**src/rtl/mem_arbiter.sv**
```systemverilog
// Shared-memory arbiter: sequences I/D-cache 8-word block fills and D-cache write-through stores.
// Build option ARB_ROUND_ROBIN_EN alternates fill ownership between the two caches.
module mem_arbiter #(
  parameter int unsigned MEM_LAT = 4,
  parameter int unsigned WORDS   = 8
) (
  input  logic        clk,
  input  logic        rst_n,
  input  logic        icache_miss,
  input  logic [15:0] icache_addr,
  input  logic        dcache_miss,
  input  logic [15:0] dcache_addr,
  input  logic        dmem_write,
  input  logic [15:0] dmem_wr_addr,
  input  logic [15:0] dmem_wr_data,
  input  logic        mem_data_valid,
  output logic        mem_en,
  output logic        mem_wr,
  output logic [15:0] mem_addr,
  output logic [15:0] mem_wr_data,
  output logic        icache_data_valid,
  output logic        dcache_data_valid,
  output logic [2:0]  fill_word,
  output logic        icache_fill_done,
  output logic        dcache_fill_done,
  output logic        dmem_write_ack,
  output logic        icache_busy,
  output logic        dcache_busy
);

  localparam int unsigned AW = 16;
  localparam int unsigned CW = 4;
  localparam logic [CW-1:0] ALL_WORDS = CW'(WORDS);
  localparam logic [CW-1:0] LAST_WORD = CW'(WORDS - 1);

  if (MEM_LAT < 1 || MEM_LAT > 8) begin : g_lat_check
    $error("mem_arbiter: MEM_LAT must be in 1..8");
  end

  typedef enum logic [1:0] {IDLE, I_FILL, D_FILL, D_WRITE} state_t;

  state_t        state;
  logic [CW-1:0] issue_cnt;
  logic [CW-1:0] recv_cnt;
  logic [AW-1:0] base;

  logic          in_fill;
  logic          fill_last;
  logic          free;
  logic          pend_w;
  logic          pend_d;
  logic          pend_i;
  logic          grant_d;
  logic          grant_i;
  logic [AW-1:0] fill_addr;

  assign in_fill   = (state == I_FILL) || (state == D_FILL);
  assign fill_last = in_fill && mem_data_valid && (recv_cnt == LAST_WORD);
  assign free      = (state == IDLE) || (state == D_WRITE) || fill_last;

  // A request whose done/ack is visible this cycle is stale; so is the owner of a completing fill.
  assign pend_w = dmem_write && !dmem_write_ack;
  assign pend_d = dcache_miss && !dcache_fill_done && (state != D_FILL);
  assign pend_i = icache_miss && !icache_fill_done && (state != I_FILL);

`ifdef ARB_ROUND_ROBIN_EN
  logic last_d;
  assign grant_d = !pend_w && pend_d && (!pend_i || !last_d);
`else
  assign grant_d = !pend_w && pend_d;
`endif
  assign grant_i   = !pend_w && pend_i && !grant_d;
  assign fill_addr = grant_d ? dcache_addr : icache_addr;

  assign icache_data_valid = mem_data_valid && (state == I_FILL);
  assign dcache_data_valid = mem_data_valid && (state == D_FILL);
  assign fill_word         = recv_cnt[2:0];
  assign icache_busy       = icache_miss || (state == I_FILL);
  assign dcache_busy       = dcache_miss || dmem_write || (state == D_FILL) || (state == D_WRITE);

  // Sequencer: grant, issue addresses, count returning words, pulse completion.
  always_ff @(posedge clk or negedge rst_n) begin
    if (!rst_n) begin
      state            <= IDLE;
      issue_cnt        <= '0;
      recv_cnt         <= '0;
      base             <= '0;
      mem_en           <= 1'b0;
      mem_wr           <= 1'b0;
      mem_addr         <= '0;
      mem_wr_data      <= '0;
      icache_fill_done <= 1'b0;
      dcache_fill_done <= 1'b0;
      dmem_write_ack   <= 1'b0;
`ifdef ARB_ROUND_ROBIN_EN
      last_d           <= 1'b0;
`endif
    end else begin
      mem_en           <= 1'b0;
      mem_wr           <= 1'b0;
      mem_addr         <= '0;
      mem_wr_data      <= '0;
      icache_fill_done <= 1'b0;
      dcache_fill_done <= 1'b0;
      dmem_write_ack   <= 1'b0;

      if (in_fill) begin
        if (issue_cnt < ALL_WORDS) begin
          mem_en    <= 1'b1;
          mem_addr  <= base + AW'({issue_cnt, 1'b0});
          issue_cnt <= issue_cnt + CW'(1);
        end
        if (mem_data_valid && (recv_cnt < ALL_WORDS)) begin
          recv_cnt <= recv_cnt + CW'(1);
        end
      end

      if (fill_last) begin
        icache_fill_done <= (state == I_FILL);
        dcache_fill_done <= (state == D_FILL);
        state            <= IDLE;
        issue_cnt        <= '0;
        recv_cnt         <= '0;
      end

      if (state == D_WRITE) begin
        state <= IDLE;
      end

      // Next owner is granted in the same edge the previous service ends.
      if (free) begin
        if (pend_w) begin
          state          <= D_WRITE;
          mem_en         <= 1'b1;
          mem_wr         <= 1'b1;
          mem_addr       <= dmem_wr_addr;
          mem_wr_data    <= dmem_wr_data;
          dmem_write_ack <= 1'b1;
        end else if (grant_d || grant_i) begin
          state     <= grant_d ? D_FILL : I_FILL;
          base      <= fill_addr & 16'hFFF0;
          mem_en    <= 1'b1;
          mem_addr  <= fill_addr & 16'hFFF0;
          issue_cnt <= CW'(1);
          recv_cnt  <= '0;
`ifdef ARB_ROUND_ROBIN_EN
          last_d    <= grant_d;
`endif
        end
      end
    end
  end

endmodule

```
**config.mk**
```make
export PLATFORM = sky130hd
export DESIGN_NAME = mem_arbiter
export DESIGN_NICKNAME = d
export VERILOG_FILES = /design/src/rtl/mem_arbiter.sv
export SDC_FILE = /design/constraint.sdc
export NUM_CORES = 1
export LEC_CHECK = 0
export ABC_AREA = 0
export BUFFER_PORTS_ARGS = -buffer_cell sky130_fd_sc_hd__buf_2
export CORE_MARGIN = 4
export CORE_UTILIZATION = 47
export DETAILED_ROUTE_END_ITERATION = 6
export GPL_TIMING_DRIVEN = 0
export PLACE_DENSITY = 0.91
export SYNTH_ARGS = -nofsm -noshare
export SYNTH_HDL_FRONTEND = slang
export SYNTH_SLANG_ARGS = --single-unit
```
**constraint.sdc**
```tcl
create_clock -name clk -period 2.1 [get_ports clk]
set_clock_uncertainty 0.05 [all_clocks]
set_input_delay 0.21 -clock clk [delete_from_list [all_inputs] [get_ports clk]]
set_output_delay 0.21 -clock clk [all_outputs]
set_load 0.05 [all_outputs]
```
==> results of run 1 <==
## worst min-delay path by stage
stage / startpoint / to / slack (ns) / cells after the start
2_1_floorplan: rst_n / base[10] / -0.14 / 0
3_3_place_gp: dmem_wr_data[8] / mem_wr_data[8] / 0.37 / 2
3_5_place_dp: dmem_wr_data[7] / mem_wr_data[7] / 0.37 / 2
4_1_cts: dmem_wr_data[2] / mem_wr_data[2] / 0.01 / 2
5_1_grt: dmem_wr_data[4] / mem_wr_data[4] / 0.01 / 2
6_report: dmem_wr_data[7] / mem_wr_data[7] / 0.03 / 2
## critical path, delay by kind of cell (launching register included)
family / cells / cell delay, ns
AO/OA/AOI/OAI: 2 / 0.45
adder cells (fa/ha/maj): 1 / 0.22
buffers and inverters: 3 / 0.37
flip-flops: 1 / 0.39
AND/OR/NAND/NOR: 2 / 0.45
## stage by stage
| stage | setup TNS, ns | instance area [um2] | utilization (%) | std cells |
|---|---|---|---|---|
| 5_1_grt | -0.09261 | 3602 | 68.35 | 436 |
| 3_3_place_gp | -0.03204 | 3247 | 61.61 | 411 |
| 6_report | 0 | 3602 | 68.35 | 436 |
| 4_1_cts | 0 | 3528 | 66.95 | 432 |
| 3_5_place_dp | -0.05572 | 3247 | 61.61 | 411 |
| 2_1_floorplan | 0 | 2634 | - | 236 |
## cell families after synthesis
logic type | after synthesis | synth area share [%]
adder cells (fa/ha/maj) | 6 | 2.850
XOR/XNOR | 7 | 2.328
buffers and inverters | 22 | 4.228
multiplexers | 2 | 0.7601
AO/OA/AOI/OAI | 65 | 17.96
AND/OR/NAND/NOR | 76 | 16.77
flip-flops | 58 | 55.11
## cells in the final DEF, fill, tap and decap left out, drive strengths merged, types with 4 or more instances in the layout
cell,netlist,layout
a21o,9,9
a21oi,12,12
a221o,9,9
and2,22,22
and3,5,5
buf,10,122
clkbuf,7,19
dfrtp,58,58
ha,6,6
inv,5,5
nand2,7,7
nand3,11,11
nor2,15,15
o21ai,13,13
o32ai,4,4
xor2,4,4
## routing by layer
metal / share of wire, % / wire, um / track usage (%) / vias up
li1: - / - / - / 1105
met1: 38 / 2592 / 23.48 / 1093
met2: 48 / 3304 / 31.63 / 139
met3: 12 / 807 / 9.307 / 12
met4: 1.7 / 113 / 9.064 / 0
met5: 0 / 0 / 0 / -
## sequential cells by signal, indices dropped and copies added (netlist names), 2 cells and up
name         cells
mem_addr        16
mem_wr_data     16
base            12
issue_cnt        4
recv_cnt         4
state            2
## final cells by class
type | instances | area, um2
multi-input cells | 156 | 1111
clock inverters | 5 | 102.6
clock buffers | 11 | 131.4
inverters | 5 | 18.77
flip-flops and latches | 58 | 1451
plain buffers | 17 | 101.3
repair buffers | 114 | 598.1
fillers | 421 | 1668
well taps | 70 | 87.58
## power by group through the flow
stage	Clock, W	Sequential [W]	Combinational, W
5_1_grt	0.00130	0.00182	0.00361
6_report	0.00122	0.00178	0.00335
2_1_floorplan	0	0.00255	0.00162
3_3_place_gp	0	0.00177	0.00309
4_1_cts	0.00124	0.00177	0.00324
3_5_place_dp	0	0.00179	0.00315
## what timing repair did
action / 4_1_cts / 5_1_grt
pin swaps: 2 / 0
hold endpoints to repair: 0 / 58
endpoints found under the setup margin: 9 / 33
hold buffers: 0 / 1
gates resized for setup: 5 / 12
buffers inserted: 5 / 3
==> results.toml, run 1 <==
[run_status]
outcome = "complete, no violations"

[run]
maxCapViolations = 0

[synthesis]
ys_types = 47
ys_seq_elements = 58
synthDominantCellAreaShare_pct = 55.11
netlist_area_um2 = 2634
syn_inst = 236
synth_top_area_cell = "dfrtp_1"
yosysSeqAreaShare_pct = 55.11
synth.avg_cell_area_um2 = 11.16
synth_edf_count = 0
ys_top_cells_by_count = "dfrtp_1 (58), and2_1 (21), nor2_1 (14)"
yosysWarningCount = 0
ys.flop_type = "dfrtp_1"
syn-num-nets = 312
async_flop_share_pct = 100.0
yosys-top-cells-area = "dfrtp_1 (55%), and2_1 (5.0%), a221o_1 (3.4%)"
synth_most_common_cell = "dfrtp_1"

[min_path]
hold_path_class = "primary input to register"

[placed_design]
gp_congestion = 0.8881
pre_cts_ws_ns = -0.03502
port-buffer-count = 105
hpwl_um = 5085

[cells_and_area]
layout.nets = 437
area_growth_pct = 36.77
drive_gt1_share_pct = 42.62
num_antenna_cells = 0

[power]
p_switching_w = 0.002861
leakagePower_nw = 1.915
seqPwrFrac_pct = 28.0
p_comb_share_pct = 52.8
p_sw_share_pct = 45.06
p_clk_share_pct = 19.3
power.total_w = 0.006349
p_int_w = 0.003488
irDropWorstVdd_mv = 0.9845
p_per_area_nw_per_um2 = 1763

[floorplan]
ioPinCount = 114
die-width_um = 82.86
core.rowCount = 26
core_um2 = 5270
die_h_um = 82.86
start_util_pct = 49.98
die-area_um2 = 6866

[worst_setup_path]
critPathCapture = "mem_addr[7]"
cp-end-kind = "register"
crit_chain = "inv_1 > ha_2 > nor3b_4 > buf_4 > o32ai_2 > and2_4 > buf_6 > a221o_1"
worst-r2r-cell-count = 8
critPathArrivalTime_ns = 2.22
cp_slowest_cell = "dfrtp_1"
r2r-end = "mem_addr[7]"
r2r_slack_ns = 0.04
start_kind = "register"
slowest_delay_ns = 0.39
worstPathMaxFanout = 10
r2r_start = "state[0]"
crit_required_ns = 2.27
worstSetupPathType = "register to register"
cp-startpoint = "state[0]"

[timing]
rsz0062_at_grt = "yes"
maxSlewHeadroom_pct = 52.84
fin_crit_sh_pct = 97.89
setup_viol = 0
finalHoldViolations = 0
fmax_mhz = 486.4
timing.hold.ws_ns = 0.02801
fin_crit_ns = 2.056
worst_pin_slew_ns = 0.7075
timing.final.ws_setup_ns = 0.04426
slew_viol_final = 0

[clock_network]
clockRootBuffer = "clkbuf_8"
clk-insertion-delay-late_ns = 0.34
clk_pin_slew_ns = 0.07
h-tree-depth = 3
clockBufferDepth = 2
clock_sinks = 58
cts_buffers = 9
cts_tree = "done"

[global_route]
grt_pass1_wl_um = 10920
grt-ovfl-total = 0
first_global_vias = 2329
antenna_found_initial = 0
grt.total_usage_pct = 20.12
grt_max_degree = 59

[route]
first_pass_iters = 4
drtAntennaViolNets = 0
drt_wl_total_um = 6816
route.detailed.drc = 0
via_per_inst = 5.388
dr.first_iter.drc_count = 129
post_drt_wl_per_cell_um = 15.63
vias = 2349
Power figures use the tool's default switching activity.
==> run 2: changes to the inputs <==
- RECOVER_POWER: default -> 50
- clock period: 2.1 -> 2 ns (I/O delays scaled with it)
==> run 2 against run 1 <==
Compared with the run above: critical path depth is 4 lower; the run now ends with setup timing left; critical endpoint is now dcache_busy; via count is 6.9% higher; global-route usage is 0.57 points higher; sequential power is 7% higher; flip-flop and latch count stayed put; die area stayed put; worst setup slack worse by 0.13 ns; clock power is 6% higher; register-to-register slack worse by 0.02 ns; non-clock buffer count is 7 higher; sequential share of layout area is 1.5 points lower.
==> results.toml, run 2 (synthesis results as in run 1) <==
[run_status]
outcome = "finished with violations"
violations = "setup timing"

[floorplan]
die_h_um = 82.86
ioPinCount = 114
start_util_pct = 49.98
die-width_um = 82.86
die-area_um2 = 6866
core.rowCount = 26
core_um2 = 5270

[worst_setup_path]
worstPathMaxFanout = 3
start_kind = "register"
cp-end-kind = "output port"
slowest_delay_ns = 0.45
critPathBufInv = 2
crit_chain = "buf_4 > ha_1 > or4_1 > buf_2"
crit_required_ns = 1.75
worstSetupPathType = "register to output port"
critPathArrivalTime_ns = 1.84
cp_slowest_cell = "dfrtp_2"
path_delay_family = "flip-flops"

[run]
maxCapViolations = 0

[global_route]
grt_max_degree = 59
antenna_found_initial = 0
grt.total_usage_pct = 20.69
grt_pass1_wl_um = 11290
first_global_vias = 2366
grt-ovfl-total = 0

[timing]
maxSlewHeadroom_pct = 52.28
rsz0062_at_grt = "yes"
fin_crit_sh_pct = 104.3
slew_viol_final = 0
worst_pin_slew_ns = 0.7158
timing.final.ws_setup_ns = -0.08663
finalHoldViolations = 0
fin_crit_ns = 2.087
setup_viol = 1
fmax_mhz = 479.2
timing.hold.ws_ns = 0.01648

[clock_network]
clk_pin_slew_ns = 0.07
cts_buffers = 9
cts_tree = "done"
clockBufferDepth = 2
clockRootBuffer = "clkbuf_8"
h-tree-depth = 3
clock_sinks = 58
clk-insertion-delay-late_ns = 0.34

[route]
dr.first_iter.drc_count = 235
route.detailed.drc = 0
first_pass_iters = 4
drt_wl_total_um = 7808
drtAntennaViolNets = 0
vias = 2511
via_per_inst = 5.668
post_drt_wl_per_cell_um = 17.63

[power]
p_per_area_nw_per_um2 = 1911
leakagePower_nw = 1.901
irDropWorstVdd_mv = 1.034
power.total_w = 0.007163

[min_path]
hold_path_class = "primary input to register"

[cells_and_area]
fillCellCount = 380
design_area_um2 = 3749
layout.nets = 444
final_cell_mix = "buf_2 (89), dfrtp_1 (57), clkbuf_1 (21), and2_1 (21), buf_4 (20)"
num_antenna_cells = 0
drive_gt1_share_pct = 41.82
final_common_cell = "buf_2"
biggestRegsByFlops = "mem_addr: 16 flops, mem_wr_data: 16 flops, base: 12 flops"
instances_no_fill = 443
area_growth_pct = 42.33

[placed_design]
hpwl_um = 5085
gp_congestion = 0.8881
pre_cts_ws_ns = -0.1350
placed_area_um2 = 3247
port-buffer-count = 105
dpl.cell_count = 411
[run 2: cell types whose count changed in the layout (fill, tap and decap cells not counted), sizes merged]
cell	previous run	this run
clkbuf	19	34
dlygate4sd3	1	2
buf	122	113
[run 2: cell type report]
class	instances	area [um2]	share of cell area [%]
multi-input cells	156	1177	31.41
clock buffers	11	131.4	3.505
well taps	70	87.58	2.336
clock inverters	5	102.6	2.737
inverters	5	18.77	0.5007
repair buffers	123	671.9	17.92
flip-flops and latches	58	1453	38.75
plain buffers	15	106.4	2.837
[run 2: path summary, 6_finish.rpt]
check	slack, ns	start	to	depth (start not counted)
min	0.02	dmem_wr_data[7]	mem_wr_data[7]	2
min reg2reg	0.47	base[5]	base[5]	1
max reg2reg	0.02	state[0]	mem_addr[10]	6
min in group asynchronous	0.40	rst_n	mem_addr[15]	2
max in group asynchronous	0.99	rst_n	state[0]	2
max	-0.09	state[0]	dcache_busy	4
[run 2: metal layers]
layer | GRT usage, % | routed length [um] | vias to the layer above
met5 | 0 | 0 | -
met4 | 8.321 | 211 | 0
met3 | 9.307 | 986 | 22
met2 | 32.65 | 3773 | 186
met1 | 24.63 | 2837 | 1185
li1 | - | - | 1118
[run 2: through the flow]
stage          setup TNS, ns  utilization (%)
2_1_floorplan              0                -
3_3_place_gp         -0.7157            61.61
3_5_place_dp          -1.340            61.61
4_1_cts                    0            67.85
5_1_grt              -0.3360            71.13
6_report            -0.08663            71.13
[run 2: timing repair]
| action | 4_1_cts | 5_1_grt |
|---|---|---|
| cloned | 0 | 1 |
| pin swaps | 2 | 13 |
| gates resized for setup | 10 | 31 |
| setup endpoints to repair | 34 | 40 |
| hold endpoints to repair | 1 | 58 |
| hold buffers | 1 | 1 |
| buffers inserted | 8 | 7 |
[run 2: power breakdown]
group	leakage (nW)	internal (W)	total (W)	switching, W
combinational	1.04	0.00147	0.00398	0.00251
sequential	0.748	0.00163	0.00190	0.000271
clock	0.114	0.000826	0.00129	0.000460
==> run 3: changes to the inputs <==
- CELL_PAD_IN_SITES_DETAIL_PLACEMENT: default -> 1
- CELL_PAD_IN_SITES_GLOBAL_PLACEMENT: default -> 2
- CORE_UTILIZATION: 47 -> 28
==> run 3 against run 2 <==
Compared with the run above: the run now ends clean; count of clock-buffer cells in the layout unchanged; power fell by 2.1%; cell count up 8.6%; via count shrank 6.9%; largest cell class unchanged.
==> results.toml, run 3 (synthesis results as in run 1) <==
[clock_network]
clock_sinks = 58
clk-insertion-delay-late_ns = 0.33
cts_tree = "done"
clockRootBuffer = "clkbuf_8"
clk_pin_slew_ns = 0.07
h-tree-depth = 3
cts_buffers = 9
clockBufferDepth = 2

[global_route]
grt_pass1_wl_um = 13700
grt.total_usage_pct = 15.72
grt_max_degree = 59
grt-ovfl-total = 0
first_global_vias = 2618
antenna_found_initial = 0

[timing]
fin_crit_sh_pct = 99.44
fmax_mhz = 502.8
fin_crit_ns = 1.989
finalHoldViolations = 0
rsz0062_at_grt = "yes"
timing.hold.ws_ns = 0.02088
maxSlewHeadroom_pct = 11.15
tns_ns = 0
setup_viol = 0
slew_viol_final = 0
worst_pin_slew_ns = 1.333
timing.final.ws_setup_ns = 0.01124

[placed_design]
pre_cts_ws_ns = -0.2055
gp_congestion = 0.7636
placed_area_um2 = 3298
port-buffer-count = 105
hpwl_um = 5965

[floorplan]
core.rowCount = 35
core_um2 = 9196
ioPinCount = 114
die-area_um2 = 11020
die_h_um = 105.0
start_util_pct = 28.64
die-width_um = 105.0

[worst_setup_path]
critPathArrivalTime_ns = 2.16
worst-r2r-cell-count = 8
r2r_slack_ns = 0.01
worstSetupPathType = "register to register"
critical_path_depth = 8
crit_required_ns = 2.17
critPathBufInv = 3
cp_slowest_cell = "dfrtp_1"
cp-startpoint = "state[0]"
r2r_start = "state[0]"
crit_chain = "buf_6 > ha_4 > nor3b_4 > buf_6 > o32ai_4 > and2_4 > clkbuf_16 > a221o_1"
start_kind = "register"
slowest_delay_ns = 0.40
path_delay_family = "simple AND/OR/NAND/NOR gates"
r2r-end = "mem_addr[12]"
cp-end-kind = "register"
path_common_cell = "buf_6"
critPathCapture = "mem_addr[12]"
worstPathMaxFanout = 5

[route]
dr.first_iter.drc_count = 111
vias = 2337
route.detailed.drc = 0
post_drt_wl_per_cell_um = 17.63
drt_wl_total_um = 8479
via_per_inst = 4.859
first_pass_iters = 5
drtAntennaViolNets = 0

[cells_and_area]
final_cell_mix = "buf_2 (87), dfrtp_1 (58), and2_1 (21), clkbuf_1 (19), buf_4 (17)"
final_common_cell = "buf_2"
drive_gt1_share_pct = 41.62
fillCellCount = 1057
biggestRegsByFlops = "mem_addr: 16 flops, mem_wr_data: 16 flops, base: 12 flops"
num_antenna_cells = 0
layout.nets = 443
design_area_um2 = 3785
area_growth_pct = 43.71

[power]
p_per_area_nw_per_um2 = 1853
leakagePower_nw = 1.904
irDropWorstVdd_mv = 0.6723
power.total_w = 0.007014

[run_status]
outcome = "complete, no violations"

[run]
maxCapViolations = 0

[min_path]
hold_path_class = "primary input to register"
==> run 3: cell types whose count changed in the layout (fill, tap and decap cells not counted), moves of 3 or more <==
cell / before / now
o21ai_1: 3 / 0
a21oi_2: 7 / 2
o21ai_0: 10 / 13
a311oi_1: 3 / 0
a21oi_1: 5 / 10
buf_4: 20 / 17
a311oi_2: 0 / 3
==> run 3: worst min-delay path by stage <==
stage | from | end | slack (ns) | cells after the start
2_1_floorplan | rst_n | base[10] | -0.15 | 0
3_3_place_gp | dmem_wr_data[5] | mem_wr_data[5] | 0.36 | 2
3_5_place_dp | dmem_wr_data[4] | mem_wr_data[4] | 0.36 | 2
4_1_cts | dmem_wr_data[5] | mem_wr_data[5] | 0.005 | 2
5_1_grt | dmem_wr_data[0] | mem_wr_data[0] | 0.001 | 2
6_report | dmem_wr_data[11] | mem_wr_data[11] | 0.02 | 2
==> run 3: metal layers <==
| metal | track usage, % | share of wire (%) | vias to the layer above |
|---|---|---|---|
| met5 | 0 | 0 | - |
| met4 | 4.780 | 1.1 | 0 |
| met3 | 5.559 | 6.1 | 10 |
| met2 | 26.58 | 50 | 70 |
| met1 | 18.71 | 42 | 1148 |
| li1 | - | - | 1109 |
==> run 3: stage by stage <==
stage / util, % / instances
after detailed placement: 35.86 / 452
after floorplan: - / 236
after global routing: 41.16 / 481
final: 41.16 / 481
after global placement: 35.86 / 452
after CTS: 39.43 / 474
==> run 3: final cells by class <==
cell class	count	area [um2]	share of cell area, %
flip-flops and latches	58	1451	38.35
clock buffers	11	151.4	4.000
clock inverters	3	40.04	1.058
repair buffers	122	670.6	17.72
inverters	5	18.77	0.4959
multi-input cells	156	1202	31.77
plain buffers	15	111.4	2.942
well taps	111	138.9	3.669
==> run 3: timing repair <==
action | CTS | global route
buffers inserted | 9 | 5
pin swaps | 6 | 5
setup endpoints to repair | 55 | 51
cloned | 0 | 1
hold buffers | 0 | 2
hold endpoints to repair | 0 | 59
gates resized for setup | 18 | 28
==> run 3: worst reg2reg max path: stages, from the launching register on <==
cell,delay [ns]
dfrtp_1,0.40
buf_6,0.14
ha_4,0.16
nor3b_4,0.25
buf_6,0.15
o32ai_4,0.07
and2_4,0.20
clkbuf_16,0.16
a221o_1,0.31
==> run 3: power by group <==
part / switching [W] / internal, W
sequential: 0.000253 / 0.00162
combinational: 0.00253 / 0.00153
clock: 0.000460 / 0.000625
total: 0.00324 / 0.00377
